--- src/rtl/espiro_meas_sequencer.sv ---
// ---------------------------------------------------------------------------
// espiro_meas_sequencer : spirometer pre-blow countdown and timed measurement window
// Revision 1.0
// ---------------------------------------------------------------------------
`default_nettype none

module espiro_meas_sequencer #(
   parameter int TICK_DIV   = 50000000,
   parameter int SAMPLE_DIV = 500000,
   parameter int PRE_SECS   = 3,
   parameter int MEAS_SECS  = 6
) (
   input  logic       iClk,
   input  logic       iReset,
   input  logic       iStart,
   input  logic       iAbort,
   output logic [1:0] oPhase,
   output logic       oBusy,
   output logic [3:0] oCountdown,
   output logic       oSecTick,
   output logic       oSample,
   output logic       oDone,
   output logic       oAborted
);

   localparam int SEC_W = (TICK_DIV > 1) ? $clog2(TICK_DIV) : 1;
   localparam int SMP_W = (SAMPLE_DIV > 1) ? $clog2(SAMPLE_DIV) : 1;
   localparam logic [SEC_W-1:0] SEC_LAST = SEC_W'(TICK_DIV - 1);
   localparam logic [SMP_W-1:0] SMP_LAST = SMP_W'(SAMPLE_DIV - 1);
   localparam logic [3:0] PRE_CD  = 4'(PRE_SECS);
   localparam logic [3:0] MEAS_CD = 4'(MEAS_SECS);

   typedef enum logic [1:0] {
      IDLE = 2'b00,
      PRE  = 2'b01,
      MEAS = 2'b10,
      DONE = 2'b11
   } phase_t;

   phase_t           phase_q, phase_d;
   logic [3:0]       cd_q, cd_d;
   logic [SEC_W-1:0] sec_q, sec_d, sec_next;
   logic [SMP_W-1:0] smp_q, smp_d, smp_next;
   logic             busy_q, busy_d;
   logic             tick_q, tick_d;
   logic             sample_q, sample_d;
   logic             done_q, done_d;
   logic             aborted_q, aborted_d;

   always_ff @(posedge iClk or posedge iReset) begin
      if (iReset) begin
         phase_q   <= IDLE;
         cd_q      <= '0;
         sec_q     <= '0;
         smp_q     <= '0;
         busy_q    <= 1'b0;
         tick_q    <= 1'b0;
         sample_q  <= 1'b0;
         done_q    <= 1'b0;
         aborted_q <= 1'b0;
      end else begin
         phase_q   <= phase_d;
         cd_q      <= cd_d;
         sec_q     <= sec_d;
         smp_q     <= smp_d;
         busy_q    <= busy_d;
         tick_q    <= tick_d;
         sample_q  <= sample_d;
         done_q    <= done_d;
         aborted_q <= aborted_d;
      end
   end

   // tick_q/sample_q mirror the current prescaler values, so phase decisions act on the visible pulse
   always_comb begin
      phase_d   = phase_q;
      cd_d      = cd_q;
      sec_d     = '0;
      smp_d     = '0;
      done_d    = 1'b0;
      aborted_d = 1'b0;
      sec_next  = (sec_q == SEC_LAST) ? '0 : sec_q + 1'b1;
      smp_next  = (smp_q == SMP_LAST) ? '0 : smp_q + 1'b1;

      case (phase_q)
         IDLE: begin
            if (iStart && !iAbort) begin
               phase_d = PRE;
               cd_d    = PRE_CD;
            end
         end
         PRE: begin
            if (iAbort) begin
               phase_d   = IDLE;
               cd_d      = '0;
               aborted_d = 1'b1;
            end else begin
               sec_d = sec_next;
               if (tick_q) begin
                  if (cd_q > 4'd1) begin
                     cd_d = cd_q - 4'd1;
                  end else begin
                     phase_d = MEAS;
                     cd_d    = MEAS_CD;
                  end
               end
            end
         end
         MEAS: begin
            if (iAbort) begin
               phase_d   = IDLE;
               cd_d      = '0;
               aborted_d = 1'b1;
            end else begin
               sec_d = sec_next;
               smp_d = smp_next;
               if (tick_q) begin
                  if (cd_q > 4'd1) begin
                     cd_d = cd_q - 4'd1;
                  end else begin
                     phase_d = DONE;
                     cd_d    = '0;
                     done_d  = 1'b1;
                     sec_d   = '0;
                     smp_d   = '0;
                  end
               end
            end
         end
         DONE: begin
            phase_d = IDLE;
            cd_d    = '0;
         end
         default: begin
            phase_d = IDLE;
            cd_d    = '0;
         end
      endcase

      busy_d   = (phase_d == PRE) || (phase_d == MEAS);
      tick_d   = busy_d && (sec_d == SEC_LAST);
      sample_d = (phase_d == MEAS) && (smp_d == SMP_LAST);
   end

   assign oPhase     = phase_q;
   assign oBusy      = busy_q;
   assign oCountdown = cd_q;
   assign oSecTick   = tick_q;
   assign oSample    = sample_q;
   assign oDone      = done_q;
   assign oAborted   = aborted_q;

endmodule

`default_nettype wire

--- config.mk ---
export PLATFORM = sky130hd
export DESIGN_NAME = espiro_meas_sequencer
export DESIGN_NICKNAME = d
export VERILOG_FILES = /design/src/rtl/espiro_meas_sequencer.sv
export SDC_FILE = /design/constraint.sdc
export NUM_CORES = 1
export LEC_CHECK = 0
export CAP_MARGIN = 25
export CORE_ASPECT_RATIO = 0.6
export CORE_MARGIN = 3
export CORE_UTILIZATION = 40
export DETAILED_ROUTE_END_ITERATION = 8
export SLEW_MARGIN = 20
export SYNTH_ARGS = -nofsm -noshare
export SYNTH_HDL_FRONTEND = slang
export SYNTH_SLANG_ARGS = --single-unit
--- constraint.sdc ---
create_clock -name iClk -period 3.3 [get_ports iClk]
set_input_delay 0.825 -clock iClk [delete_from_list [all_inputs] [get_ports iClk]]
set_output_delay 0.825 -clock iClk [all_outputs]
set_load 0.03 [all_outputs]
==> load_flow_metrics.sql <==
INSERT INTO impl_metrics (metric_group, metric, value, unit) VALUES
('run_status', 'status', 'completed', ''),
('logic_synthesis', 'number_of_warnings_reported_in_the_yosys_synthesis_log', '0', ''),
('finish', 'final_layout_size_suffix_gt1_frac', '0.0952', ''),
('logic_synthesis', 'postSynth.asyncResetShare', '1.00', ''),
('power', 'power.clock.fraction', '0.314', ''),
('sta', 'final-hold-violation-count', '0', ''),
('sta', 'fin_setup_tns', '0', 'ns'),
('placement', 'placement.cell_area', '3460', 'um^2'),
('clocking', 'clk_latency', '0.30', 'ns'),
('die', 'floorplan.die.width', '121', 'um'),
('logic_synthesis', 'synth_top_flop_cell', 'sky130_fd_sc_hd__dfrtp_1', ''),
('global_routing', 'grtUsageMet2', '0.194', ''),
('detailed_routing', 'postRouteAntennaNets', '0', ''),
('setup_path', 'cp-end-kind', 'flip-flop', ''),
('clocking', 'ctsRootBufferMaster', 'sky130_fd_sc_hd__clkbuf_16', ''),
('global_routing', 'number_of_antenna_violations_at_the_first_check_in_global_routing', '0', ''),
('setup_path', 'critical-path-max-stage-delay', '0.42', 'ns'),
('power', 'pwr-share-comb', '0.245', ''),
('detailed_routing', 'detail_route.drc_violations', '0', ''),
('global_routing', 'grt_pass1_vias', '2132', ''),
('detailed_routing', 'route.final.wire_length', '6690', 'um'),
('clocking', 'htree_levels', '2', ''),
('logic_synthesis', 'syn-cell-area', '3170', 'um^2'),
('sta', 'layout_worst_path_cycle_share', '0.937', ''),
('power', 'power.total', '1.73', 'mW'),
('power', 'p_sw', '0.543', 'mW'),
('global_routing', 'grt_pass1_wl', '11100', 'um'),
('clocking', 'holdBufCountCts', '0', ''),
('sta', 'maxClockFrequency', '323', 'MHz'),
('clocking', 'cts_tree', 'done', ''),
('finish', 'most_frequent_standard_cell_in_the_layout_excluding_fill_and_tap_cells', 'sky130_fd_sc_hd__nor2_1', ''),
('min_path', 'hp-class', 'reg -> reg', ''),
('setup_path', 'cp-startpoint', 'iAbort', ''),
('global_routing', 'globalRouteMet1Util', '0.262', ''),
('power', 'leakage', '1.41', 'nW'),
('finish', 'finalInstanceArea', '3620', 'um^2'),
('die', 'fp.dieH', '75.0', 'um'),
('min_path', 'hold_path_startpoint', 'smp_q[0]', ''),
('detailed_routing', 'via_count', '2387', ''),
('sta', 'finalSetupViolations', '0', ''),
('sta', 'tightest_slew', '0.576', 'ns'),
('logic_synthesis', 'yosys.cell_types.count', '56', ''),
('die', 'io_pins', '15', ''),
('power', 'int_pwr', '1.19', 'mW'),
('run', 'max_cap_viol_count', '0', ''),
('die', 'placeableCoreArea', '7480', 'um^2'),
('clocking', 'clock_tree.buffer_depth', '2', ''),
('setup_path', 'worst_setup_path_start_kind', 'input port', ''),
('die', 'die-area', '9070', 'um^2'),
('setup_path', 'timing.rr.start', 'oCountdown[0]', ''),
('global_routing', 'global_route.peak_usage_layer', 'met1', ''),
('power', 'seq_power_share', '0.441', ''),
('placement', 'place_inst', '453', ''),
('finish', 'final_cell_mix', '64 x sky130_fd_sc_hd__nor2_1, 55 x sky130_fd_sc_hd__dfrtp_1, 22 x sky130_fd_sc_hd__xor2_1, 22 x sky130_fd_sc_hd__xnor2_1, 21 x sky130_fd_sc_hd__nand2_1', ''),
('sta', 'slew_viols_final', '0', ''),
('logic_synthesis', 'synth_nets', '352', ''),
('placement', 'port_buffers', '14', ''),
('logic_synthesis', 'yosys_register_bits', '56', ''),
('finish', 'area_growth', '14.1', '%'),
('die', 'initial_utilization', '0.424', ''),
('detailed_routing', 'routed_wl_per_cell', '14.5', 'um'),
('power', 'switching_share', '0.314', ''),
('clocking', 'clkTransAtPathRegs', '0.07', 'ns'),
('global_routing', 'groute.layer.met3.usage', '0.0413', ''),
('die', 'rows', '24', ''),
('setup_path', 'critical_path.cell_chain', 'clkdlybuf4s50_1 > o21bai_1 > nor2_1 > a21oi_1 > o32ai_1 > ha_1 > or3_1 > nor4b_1 > nand4_1 > a2111oi_2', ''),
('setup_path', 'critPathSlowestCell', 'sky130_fd_sc_hd__clkdlybuf4s50_1', ''),
('sta', 'finalCriticalPeriod', '3.09', 'ns'),
('detailed_routing', 'first_pass_iters', '4', ''),
('logic_synthesis', 'synthesis.instances', '339', ''),
('setup_path', 'criticalPathCategory', 'in -> reg', '');
[cell usage after synthesis (all sizes together), types with 4 or more instances]
| cell | instances |
|---|---|
| and4 | 4 |
| nand3 | 21 |
| nor2 | 64 |
| nand2 | 21 |
| xor2 | 22 |
| a21oi | 7 |
| o21ai | 9 |
| clkbuf | 8 |
| ha | 9 |
| and3 | 4 |
| inv | 12 |
| nand4 | 12 |
| dfrtp | 56 |
| buf | 5 |
| nor4 | 6 |
| nor3 | 5 |
| xnor2 | 22 |
| nor4b | 6 |
[worst max-delay path: cells and delay by family]
kind	cells	cell delay, ns
adder cells (fa/ha/maj)	1	0.31
AO/OA/AOI/OAI	4	0.81
AND/OR/NAND/NOR	4	0.90
buffers and inverters	1	0.42
[flip-flops by register name, summed over array words and instances, names as in the netlist]
signal      count
oCountdown      4
sec_q          26
oSecTick        1
oDone           1
oPhase          2
smp_q          19
oSample         1
oAborted        1
oBusy           1
[through the flow]
stage	util	hold WS [ns]	setup WS [ns]
after floorplan	-	0.446	0.194
after global placement	0.463	0.482	-0.0235
after detailed placement	0.463	0.487	-0.112
after CTS	0.483	0.507	0.100
after global routing	0.484	0.525	0.000846
final	0.484	0.496	0.207
[logic make-up after synthesis]
logic type,after synthesis,share of synthesized area
AND/OR/NAND/NOR,166,0.280
flip-flops,56,0.442
XOR/XNOR,44,0.121
AO/OA/AOI/OAI,36,0.0785
buffers and inverters,25,0.0327
adder cells (fa/ha/maj),9,0.0355
multiplexers,3,0.00986
[area by class of cell]
type / count / area, um^2
clock inverter: 2 / 10.0
sequential: 56 / 1400
timing repair buffer: 23 / 220
tap: 104 / 130
fill: 709 / 3860
inverter: 12 / 45.0
clock buffer: 6 / 139
multi-input combinational: 258 / 1670
[power groups by stage]
stage / Clock [mW] / Sequential (mW) / Combinational [mW]
floorplan: 0 / 0.834 / 0.203
global placement: 0 / 0.774 / 0.425
detailed placement: 0 / 0.774 / 0.420
CTS: 0.563 / 0.761 / 0.423
global route: 0.595 / 0.770 / 0.477
finish: 0.543 / 0.764 / 0.424
[per-layer routing]
metal / wire length [um] / share of wire
met5: 0 / 0
met4: 25 / 0.0037
met3: 291 / 0.044
met2: 2460 / 0.37
met1: 3910 / 0.58
[worst paths after layout]
path	endpoint	slack, ns	depth (start not counted)
setup / recovery	oSecTick	0.21	10
hold / removal	smp_q[0]	0.50	1
setup reg to reg	oSecTick	0.22	13
hold reg to reg	smp_q[0]	0.50	1
max in group asynchronous	smp_q[12]	1.85	3
min in group asynchronous	oAborted	0.88	2
[timing repair]
action                     CTS  global route
setup endpoints to repair    0             1
gates resized for setup      0             2
setup buffers                0             0
No activity file was read; power rests on OpenSTA's default activity.
